[config.mk]
export PLATFORM = sky130hd
export DESIGN_NAME = nanosoc_axi_stream_io_fifo_buffer
export DESIGN_NICKNAME = d
export VERILOG_FILES = /design/src/rtl/nanosoc_axi_stream_io_fifo_buffer.sv
export SDC_FILE = /design/constraint.sdc
export NUM_CORES = 1
export LEC_CHECK = 0
export BUFFER_PORTS_ARGS = -buffer_cell sky130_fd_sc_hd__buf_2
export CORE_MARGIN = 2
export CORE_UTILIZATION = 57
export DETAILED_ROUTE_END_ITERATION = 7
export PLACE_DENSITY = 0.79
export SLEW_MARGIN = 0
export SYNTH_ARGS = -nofsm -noshare
export SYNTH_HDL_FRONTEND = slang
export SYNTH_SLANG_ARGS = --single-unit
[constraint.sdc]
create_clock -name aclk -period 3 [get_ports aclk]
set_clock_uncertainty 0.1 [all_clocks]
set_input_delay 0.3 -clock aclk [delete_from_list [all_inputs] [get_ports aclk]]
set_output_delay 0.3 -clock aclk [all_outputs]
set_load 0.02 [all_outputs]
[src/rtl/nanosoc_axi_stream_io_fifo_buffer.sv]
// nanosoc_axi_stream_io_fifo_buffer
// Multi-entry AXI-stream FIFO with fill level and almost-full status.
//
// Ports:
//   aclk       - clock, all state updates on the rising edge
//   areset     - asynchronous, active-high reset
//   rxd_valid  - upstream beat valid
//   rxd_ready  - FIFO can accept a beat (count != DEPTH)
//   rxd_data   - upstream payload, DATA_W bits
//   txd_valid  - FIFO holds at least one beat (count != 0)
//   txd_ready  - downstream accepts the head beat
//   txd_data   - head-of-FIFO payload, DATA_W bits
//   level      - current occupancy, 0..DEPTH
//   afull      - level >= AFULL_LVL
//
// Optional feature (macro NANOSOC_AXI_STREAM_FIFO_LAST_EN):
//   rxd_last   - upstream end-of-packet marker, stored per entry
//   txd_last   - end-of-packet marker of the head entry
//
// Every output is decoded from registered state only, so there is no
// combinational path from the input side to the output side, and none
// from txd_ready to rxd_ready.

module nanosoc_axi_stream_io_fifo_buffer #(
    parameter int DATA_W    = 8,
    parameter int DEPTH     = 4,
    parameter int AFULL_LVL = 3
) (
    input  logic                     aclk,
    input  logic                     areset,
    input  logic                     rxd_valid,
    output logic                     rxd_ready,
    input  logic [DATA_W-1:0]        rxd_data,
`ifdef NANOSOC_AXI_STREAM_FIFO_LAST_EN
    input  logic                     rxd_last,
    output logic                     txd_last,
`endif
    output logic                     txd_valid,
    input  logic                     txd_ready,
    output logic [DATA_W-1:0]        txd_data,
    output logic [$clog2(DEPTH):0]   level,
    output logic                     afull
);

    localparam int ADDR_W = $clog2(DEPTH);
    localparam int CNT_W  = ADDR_W + 1;

`ifdef NANOSOC_AXI_STREAM_FIFO_LAST_EN
    localparam int ENTRY_W = DATA_W + 1;
`else
    localparam int ENTRY_W = DATA_W;
`endif

    localparam logic [CNT_W-1:0] CNT_FULL  = CNT_W'(DEPTH);
    localparam logic [CNT_W-1:0] CNT_AFULL = CNT_W'(AFULL_LVL);

    logic [ENTRY_W-1:0] mem [DEPTH];
    logic [ADDR_W-1:0]  wr_ptr;
    logic [ADDR_W-1:0]  rd_ptr;
    logic [CNT_W-1:0]   count;
    logic [CNT_W-1:0]   count_nxt;

    logic               push;
    logic               pop;
    logic [ENTRY_W-1:0] wr_entry;
    logic [ENTRY_W-1:0] rd_entry;

    // Status decode from the registered count only.
    assign rxd_ready = (count != CNT_FULL);
    assign txd_valid = (count != '0);
    assign level     = count;
    assign afull     = (count >= CNT_AFULL);

    assign push = rxd_valid & rxd_ready;
    assign pop  = txd_valid & txd_ready;

`ifdef NANOSOC_AXI_STREAM_FIFO_LAST_EN
    assign wr_entry = {rxd_last, rxd_data};
    assign txd_last = rd_entry[DATA_W];
`else
    assign wr_entry = rxd_data;
`endif

    // Head entry read straight out of storage; it only changes on a pop,
    // which gives the AXI-stream hold behaviour for free.
    assign rd_entry = mem[rd_ptr];
    assign txd_data = rd_entry[DATA_W-1:0];

    always_ff @(posedge aclk or posedge areset) begin
        if (areset) begin
            for (int i = 0; i < DEPTH; i++) begin
                mem[i] <= '0;
            end
        end else if (push) begin
            mem[wr_ptr] <= wr_entry;
        end
    end

    // Pointers wrap modulo DEPTH (power of two); count alone tells
    // full from empty.
    always_ff @(posedge aclk or posedge areset) begin
        if (areset) begin
            wr_ptr <= '0;
        end else if (push) begin
            wr_ptr <= wr_ptr + ADDR_W'(1);
        end
    end

    always_ff @(posedge aclk or posedge areset) begin
        if (areset) begin
            rd_ptr <= '0;
        end else if (pop) begin
            rd_ptr <= rd_ptr + ADDR_W'(1);
        end
    end

    always_comb begin
        count_nxt = count;
        unique case ({push, pop})
            2'b10:   count_nxt = count + CNT_W'(1);
            2'b01:   count_nxt = count - CNT_W'(1);
            default: count_nxt = count;
        endcase
    end

    always_ff @(posedge aclk or posedge areset) begin
        if (areset) begin
            count <= '0;
        end else begin
            count <= count_nxt;
        end
    end

endmodule

==> results.sh, run 1 <==
export IMPL_finalWirelength_mm=3.32
export IMPL_min_path_cells=2
export IMPL_grt_use_met1_pct=23.7
export IMPL_synth_seq_cells=39
export IMPL_cts_sinks=39
export IMPL_fin_crit_sh_pct=78.1
export IMPL_gp_congestion=0.807
export IMPL_final_cell_mix="39 x dfrtp_1, 32 x mux2_4, 25 x buf_2, 8 x mux4_2, 6 x inv_1"
export IMPL_grt_use_met2_pct=33.5
export IMPL_cts_tree="built"
export IMPL_fin_crit_ps=2340
export IMPL_antenna_found_initial=0
export IMPL_synth_area_per_cell_um2=16.9
export IMPL_critPathRequiredTime_ps=3170
export IMPL_worst_r2r_path_depth=8
export IMPL_clockBufferDepth=2
export IMPL_tightestPinTransition_ps=563
export IMPL_final_setup_tns_ps=0
export IMPL_num_vias=1021
export IMPL_setup_slack_ps=656
export IMPL_clock_latency_ps=350
export IMPL_io_pins=26
export IMPL_dp_slack_ps=654
export IMPL_ys_seq_area_share_pct=49.5
export IMPL_synth_main_ff_cell="dfrtp_1"
export IMPL_avgViaCountPerCell=5.35
export IMPL_drt_iter0_drc=34
export IMPL_nNetsFinal=162
export IMPL_final_common_cell="dfrtp_1"
export IMPL_dp_hpwl_mm=2.29
export IMPL_max_slew_margin_pct=62.5
export IMPL_worstSetupPathType="flop to flop"
export IMPL_die_h_um=62.8
export IMPL_critPathSlowestCell="or3b_1"
export IMPL_rrSetupSlack_ps=660
export IMPL_diodes=0
export IMPL_post_drt_wl_per_cell_um=17.4
export IMPL_core_mm2=0.00334
export IMPL_cts_reportedPaths_clkPinSlew_ps=110
export IMPL_cts_made_buffers=5
export IMPL_finalSetupViolCount=0
export IMPL_drc=0
export IMPL_post_cts_setup_buffer_count=0
export IMPL_p_leak_uw=0.00101
export IMPL_syn_inst=117
export IMPL_root_buffer="clkbuf_4"
export IMPL_cp_max_fo=7
export IMPL_final_hold_violation_count=0
export IMPL_ant_nets=0
export IMPL_synth_distinct_cells=20
export IMPL_power_density_mw_per_mm2=1200
export IMPL_cpMostUsedCell="xor2_1"
export IMPL_syn_num_nets=135
export IMPL_ir_worst_vdd_v=0.000674
export IMPL_drv_cap=0
export IMPL_hold_class="input pin to flop"
export IMPL_initial_utilization_pct=59.1
export IMPL_std_cell_rows=21
export IMPL_drive_above_1_share_pct=55.9
export IMPL_cp_cell_sequence="or3b_1 -> nand2_1 -> ha_1 -> inv_1 -> fa_1 -> xor2_1 -> nor2_1 -> xor2_1"
export IMPL_grt_setup_unrepaired="no"
export IMPL_grt_use_met3_pct=4.68
export IMPL_die_w_um=62.8
export IMPL_grt_busiest_layer="met2"
export IMPL_max_freq_mhz=427
export IMPL_first_pass_iters=4
export IMPL_syn_to_final_growth_pct=9.58
export IMPL_grt_max_degree=40
export IMPL_worst_setup_path_start_kind="flop"
export IMPL_cp_slowest_stage_delay_ps=490
export IMPL_grt_pass1_vias=1178
export IMPL_grt_usage_pct=19.4
export IMPL_status="completed"
export IMPL_h_tree_depth=2
export IMPL_portBuffers=25
export IMPL_arrival_ps=2520
export IMPL_synth_edf_count=0
export IMPL_async_flop_share_pct=100
export IMPL_hold_ws_ps=123
export IMPL_endpoint_kind="flop"
export IMPL_syn_area_mm2=0.00197
export IMPL_yosys_warnings=0
export IMPL_grt_pass1_wl_mm=5.82
export IMPL_die_area_mm2=0.00395
export IMPL_drv_slew=0
export IMPL_overflow=0
stage by stage:
stage	utilization, %	std cells	area (um^2)	power, uW
finish	64.8	191	2160	2590
detailed placement	62.8	182	2100	2350
floorplan	-	117	1970	2070
global placement	62.8	182	2100	2280
global route	64.8	191	2160	2760
CTS	64.8	191	2160	2620
registers in the layout, summed over array words and instances, names as in the netlist:
| register | count |
|---|---|
| mem | 32 |
| rd_ptr | 2 |
| level | 3 |
| wr_ptr | 2 |
cell usage after synthesis, types with 2 or more instances:
master   number  share of area, %
dfrtp_1      39                49
xor2_1        3               1.3
inv_1         6               1.1
nand2_1       2              0.38
mux2_4       32                24
mux4_2        8               9.1
ha_1          5               3.2
buf_6         5               2.9
and3_4        4               2.3
xnor2_1       3               1.3
cells by family (layout without fill, tap and decap cells):
group | Yosys count | count (layout) | synth area share, %
adders and majority gates | 6 | 6 | 4.19
xor gates and xnor gates | 6 | 6 | 2.67
buffers and inverters | 13 | 41 | 4.44
AOI/OAI and AO/OA | 2 | 2 | 0.952
DFF | 39 | 39 | 49.5
and+or+nand+nor | 9 | 9 | 3.68
muxes | 42 | 42 | 34.6
timing repair:
item | in CTS | in global routing
hold buffers | 1 | 0
gates resized for setup | 0 | 0
endpoints found under the hold margin | 39 | 0
worst max-delay path: cells and delay by family (launching register included):
kind,cells,cell delay [ps]
xor gates and xnor gates,2,300
DFF,1,460
adders and majority gates,2,570
and+or+nand+nor,3,780
buffers and inverters,1,60
worst paths after layout:
path	endpoint	from
worst max-delay path	level[2]	level[0]
min in group asynchronous	mem[16]	areset
worst min register to register	mem[28]	mem[28]
max in group asynchronous	mem[0]	areset
worst max register to register	level[2]	level[0]
worst min-delay path	mem[2]	rxd_data[2]
report_power, final:
part	internal, uW	switching (uW)	leakage (uW)	total (uW)
Combinational	759	528	0.000525	1290
Clock	90.5	174	0.0000282	265
Sequential	799	238	0.000461	1040
per-layer routing:
| metal | up-vias | routed length, um |
|---|---|---|
| met5 | - | 0 |
| met4 | 0 | 43 |
| met3 | 5 | 142 |
| met2 | 28 | 1650 |
| met1 | 525 | 1480 |
| li1 | 463 | - |
layout make-up:
| class | instances | area (um^2) |
|---|---|---|
| fill | 258 | 1180 |
| sequential | 39 | 976 |
| multi-input combinational | 65 | 908 |
| timing repair buffer | 27 | 143 |
| tap | 46 | 57.6 |
| clock buffer | 6 | 41.3 |
| inverter | 6 | 22.5 |
| clock inverter | 2 | 12.5 |
No activity file was read; power rests on OpenSTA's default activity.
==> inputs of run 2 (changes only) <==
- ABC_AREA: not set -> 1
- clock period: 3 -> 2.3 ns (I/O delays scaled with it)
==> results.sh, run 2 <==
export IMPL_syn_inst=251
export IMPL_synth_area_per_cell_um2=8.13
export IMPL_tightestPinTransition_ps=493
export IMPL_largest_register="mem"
export IMPL_hold_class="input pin to flop"
export IMPL_diodes=0
export IMPL_fin_crit_sh_pct=86.0
export IMPL_pwr_share_seq_pct=37.0
export IMPL_cts_reportedPaths_clkPinSlew_ps=100
export IMPL_grt_max_degree=40
export IMPL_p_int_uw=1680
export IMPL_p_clk_share_pct=10.2
export IMPL_die_w_um=63.8
export IMPL_h_tree_depth=2
export IMPL_dp_cells=311
export IMPL_synth_distinct_cells=19
export IMPL_overflow=0
export IMPL_syn_to_final_growth_pct=7.91
export IMPL_post_cts_resize_count=0
export IMPL_synth_common_cells="83 x nand2_1, 39 x dfrtp_1, 33 x nand4_1"
export IMPL_syn_num_nets=269
export IMPL_drv_slew=0
export IMPL_final_common_cell="nand2_1"
export IMPL_drt_iter0_drc=122
export IMPL_grt_usage_pct=27.1
export IMPL_die_h_um=63.8
export IMPL_yosys_warnings=0
export IMPL_swShare_pct=48.1
export IMPL_p_switching_uw=1550
export IMPL_cts_made_buffers=5
export IMPL_grt_pass1_wl_mm=8.46
export IMPL_gp_congestion=0.813
export IMPL_hp_start="txd_ready"
export IMPL_ir_worst_vdd_v=0.000998
export IMPL_power_density_mw_per_mm2=1470
export IMPL_synth_seq_cells=39
export IMPL_final_cell_mix="83 x nand2_1, 39 x dfrtp_1, 33 x nand4_1, 25 x o21ai_0, 25 x buf_2"
export IMPL_core_mm2=0.00339
export IMPL_fin_crit_ps=1980
export IMPL_synthTopCellsByArea="dfrtp_1 48%, nand2_1 15%, nand4_1 10%"
export IMPL_critPathRequiredTime_ps=1970
export IMPL_synth_main_ff_cell="dfrtp_1"
export IMPL_antenna_found_initial=0
export IMPL_die_area_mm2=0.00407
export IMPL_yosysMostFrequentCell="nand2_1"
export IMPL_worstSetupPathType="flop to primary output"
export IMPL_layoutNonFillerInstCount=320
export IMPL_yosys_area_top_type="dfrtp_1"
export IMPL_cp_max_fo=18
export IMPL_avgViaCountPerCell=5.67
export IMPL_arrival_ps=1650
export IMPL_comb_power_share_pct=52.8
export IMPL_holdBufCountCts=1
export IMPL_portBuffers=25
export IMPL_clock_latency_ps=340
export IMPL_initial_utilization_pct=60.2
export IMPL_syn_area_mm2=0.00204
export IMPL_finalWirelength_mm=4.74
export IMPL_power_uw=3230
export IMPL_first_pass_iters=4
export IMPL_num_vias=1814
export IMPL_nNetsFinal=291
export IMPL_ys_seq_area_share_pct=47.9
export IMPL_drc=0
export IMPL_grt_setup_unrepaired="no"
export IMPL_max_slew_margin_pct=67.1
export IMPL_dp_hpwl_mm=3.14
export IMPL_post_drt_wl_per_cell_um=14.8
export IMPL_max_freq_mhz=506
export IMPL_async_flop_share_pct=100
export IMPL_status="completed"
export IMPL_io_pins=26
export IMPL_clockBufferDepth=2
export IMPL_cts_sinks=39
export IMPL_synth_edf_count=0
export IMPL_grt_pass1_vias=1730
export IMPL_worst_setup_path_start_kind="flop"
export IMPL_p_leak_uw=0.00117
export IMPL_endpoint_kind="primary output"
export IMPL_post_cts_setup_buffer_count=0
export IMPL_r2r_start="level[2]"
export IMPL_ant_nets=0
export IMPL_final_setup_tns_ps=0
export IMPL_crit_path_start="rd_ptr[0]"
export IMPL_largest_reg_flops=32
export IMPL_yosysTopAreaCellShare_pct=47.9
export IMPL_final_hold_violation_count=0
export IMPL_std_cell_rows=21
export IMPL_drv_cap=0
export IMPL_root_buffer="clkbuf_4"
export IMPL_finalSetupViolCount=0
export IMPL_drive_above_1_share_pct=14.6
export IMPL_cts_tree="built"
==> run 2: cell count changes after synthesis, sizes merged, moves of 3 or more <==
cell,before,now
nand2,2,84
mux2,33,0
nand4,0,33
o21ai,0,26
nor2,1,25
buf,6,15
nand3,0,9
mux4,8,0
inv,6,12
and3,4,0
xor2,3,0
==> run 2: metal layers <==
metal / global-route usage, % / wire [um]
met2: 42.2 / 2330
met5: 0 / 0
met4: 8.15 / 51
met3: 5.81 / 340
met1: 38.4 / 2020
==> run 2: kinds of logic (layout without fill, tap and decap cells) <==
logic type	Yosys count	after routing	synth area share [%]
and+or+nand+nor	151	151	33.3
AOI/OAI and AO/OA	26	26	6.38
buffers and inverters	28	51	8.04
xor gates and xnor gates	1	1	0.430
adders and majority gates	6	6	4.05
DFF	39	39	47.9
==> run 2: worst max-delay path, cell delays in order, from the launching register on <==
cell and delay, ps:
dfrtp_1 390, inv_1 370, o21ai_0 170, o21ai_1 180, buf_2 190
==> run 2: metrics by stage <==
step                      utilization, %  instance area [um^2]  hold WS, ps  setup WS (ps)
after floorplan                        -                  2040          275            292
after global placement              63.2                  2140          279            510
after detailed placement            63.2                  2140          273            389
after CTS                           64.9                  2200         33.3            302
after global routing                64.9                  2200         32.7            129
final                               64.9                  2200         48.4            323
==> run 2: cell type report <==
cell class	instances	area [um^2]
Clock inverter	1	5.00
Fill cell	327	1190
Timing Repair Buffer	31	173
Multi-Input combinational cell	184	900
Inverter	12	45.0
Sequential cell	39	976
Clock buffer	7	45.0
Tap cell	46	57.6
==> run 2: worst paths after layout <==
check,end,slack [ps],cells after the start
setup / recovery,txd_data[1],320,4
hold / removal,rd_ptr[1],50,3
setup reg to reg,level[2],360,11
hold reg to reg,mem[2],380,2
max in group asynchronous,mem[28],1320,4
min in group asynchronous,level[1],430,4
==> run 2: power by group through the flow <==
stage               registers (uW)  clock network (uW)  logic, uW
finish                        1200                 328       1710
global route                  1240                 372       1950
CTS                           1200                 340       1720
detailed placement            1210                   0       1710
global placement              1190                   0       1670
floorplan                     1200                   0       1280
==> inputs of run 3 (changes only) <==
- ABC_CLOCK_PERIOD_IN_PS: not set -> 2300
- CORE_UTILIZATION: 57 -> 59
- CTS_BUF_LIST: not set -> sky130_fd_sc_hd__clkbuf_8
- MAX_ROUTING_LAYER: not set -> met4
- PLACE_DENSITY: 0.79 -> 0.81
==> results.sh, run 3 (synthesis results as in run 2) <==
export IMPL_status="completed"
export IMPL_arrival_ps=1570
export IMPL_final_setup_tns_ps=0
export IMPL_worst_setup_path_start_kind="flop"
export IMPL_final_common_cell="nand2_1"
export IMPL_grt_pass1_wl_mm=8.14
export IMPL_cpMostUsedCell="o21ai_0"
export IMPL_nNetsFinal=293
export IMPL_final_hold_violation_count=0
export IMPL_r2r_start="level[2]"
export IMPL_holdBufCountCts=1
export IMPL_grt_setup_unrepaired="no"
export IMPL_cts_reportedPaths_clkPinSlew_ps=70
export IMPL_grt_pass1_vias=1727
export IMPL_grt_usage_pct=27.5
export IMPL_seqCellArea_um2=976
export IMPL_std_cell_rows=21
export IMPL_critPathTopFamily="buffers and inverters"
export IMPL_max_freq_mhz=525
export IMPL_tightestPinTransition_ps=507
export IMPL_drv_slew=0
export IMPL_cp_cell_sequence="inv_1 -> o21ai_0 -> o21ai_0 -> buf_2"
export IMPL_endpoint_kind="primary output"
export IMPL_avgViaCountPerCell=5.54
export IMPL_ir_worst_vdd_v=0.000792
export IMPL_die_w_um=62.8
export IMPL_p_leak_uw=0.00120
export IMPL_diodes=0
export IMPL_io_pins=26
export IMPL_clock_latency_ps=290
export IMPL_critPathRequiredTime_ps=1970
export IMPL_largest_register="mem"
export IMPL_gp_congestion=0.816
export IMPL_hold_class="input pin to flop"
export IMPL_min_path_cells=3
export IMPL_fin_crit_sh_pct=82.8
export IMPL_multiInputGateArea_um2=900
export IMPL_stdcell_area_mm2=0.00225
export IMPL_critPathSlowestCell="dfrtp_1"
export IMPL_rrSetupSlack_ps=420
export IMPL_cts_made_buffers=5
export IMPL_post_cts_setup_buffer_count=0
export IMPL_cts_sinks=39
export IMPL_drv_cap=0
export IMPL_finalWirelength_mm=4.62
export IMPL_overflow=0
export IMPL_post_cts_resize_count=0
export IMPL_die_h_um=62.8
export IMPL_worstSetupPathType="flop to primary output"
export IMPL_antenna_found_initial=0
export IMPL_power_density_mw_per_mm2=1500
export IMPL_hp_start="rxd_data[0]"
export IMPL_fill_cells=312
export IMPL_final_cell_mix="83 x nand2_1, 39 x dfrtp_1, 33 x nand4_1, 25 x o21ai_0, 25 x buf_2"
export IMPL_syn_to_final_growth_pct=10.5
export IMPL_finalSetupViolCount=0
export IMPL_grt_max_degree=40
export IMPL_dp_hpwl_mm=2.95
export IMPL_root_buffer="clkbuf_8"
export IMPL_cp_max_fo=18
export IMPL_r2r_end="level[2]"
export IMPL_drc=0
export IMPL_largest_reg_flops=32
export IMPL_die_area_mm2=0.00394
export IMPL_h_tree_depth=2
export IMPL_placement_cell_area_mm2=0.00216
export IMPL_num_vias=1779
export IMPL_drive_above_1_share_pct=15.6
export IMPL_first_pass_iters=4
export IMPL_fin_crit_ps=1900
export IMPL_max_slew_margin_pct=66.2
export IMPL_power_uw=3370
export IMPL_min_to="mem[16]"
export IMPL_post_drt_wl_per_cell_um=14.4
export IMPL_portBuffers=25
export IMPL_worst_r2r_path_depth=11
export IMPL_crit_buf_inv=2
export IMPL_core_mm2=0.00334
export IMPL_cp_slowest_stage_delay_ps=380
export IMPL_drt_iter0_drc=111
export IMPL_clockBufferDepth=2
export IMPL_cts_tree="built"
export IMPL_initial_utilization_pct=61.1
export IMPL_ant_nets=0
## run 3: stage by stage
stage / hold WS (ps) / util [%] / worst slack (ps) / std cells
after floorplan: 275 / - / 292 / 251
after global placement: 274 / 64.6 / 516 / 313
after detailed placement: 270 / 64.6 / 430 / 313
after CTS: 118 / 67.5 / 385 / 321
after global routing: 117 / 67.5 / 199 / 321
final: 126 / 67.5 / 396 / 321
## run 3: area by class of cell
| class | instances | area share (%) |
|---|---|---|
| sequential | 39 | 43.3 |
| multi-input combinational | 184 | 39.9 |
| timing repair buffer | 33 | 8.33 |
| clock buffer | 6 | 3.66 |
| tap | 46 | 2.55 |
| inverter | 12 | 2.00 |
| clock inverter | 1 | 0.222 |
## run 3: per-layer routing
metal	up-vias	track usage [%]	part of all wire, %
met4	0	8.61	1.3
li1	885	-	-
met3	7	6.67	6.4
met1	832	35.6	44
met2	55	43.3	48
met5	-	-	0
## run 3: worst max path at each step
stage | start | end | slack (ps) | cells past startpoint
6_report | rd_ptr[0] | txd_data[7] | 400 | 4
5_1_grt | level[2] | level[2] | 200 | 11
4_1_cts | rd_ptr[0] | txd_data[5] | 380 | 4
3_5_place_dp | level[0] | level[1] | 430 | 8
3_3_place_gp | level[0] | level[2] | 520 | 10
2_1_floorplan | level[2] | level[2] | 290 | 11
## run 3: tightest hold or removal path, delay by kind of cell
family,cells,cell delay (ps)
buffers and inverters,1,120
and+or+nand+nor,2,130
## run 3: report_power, final
group | switching (uW) | internal [uW]
combinational | 1150 | 566
sequential | 185 | 1010
clock | 225 | 235
total | 1560 | 1810
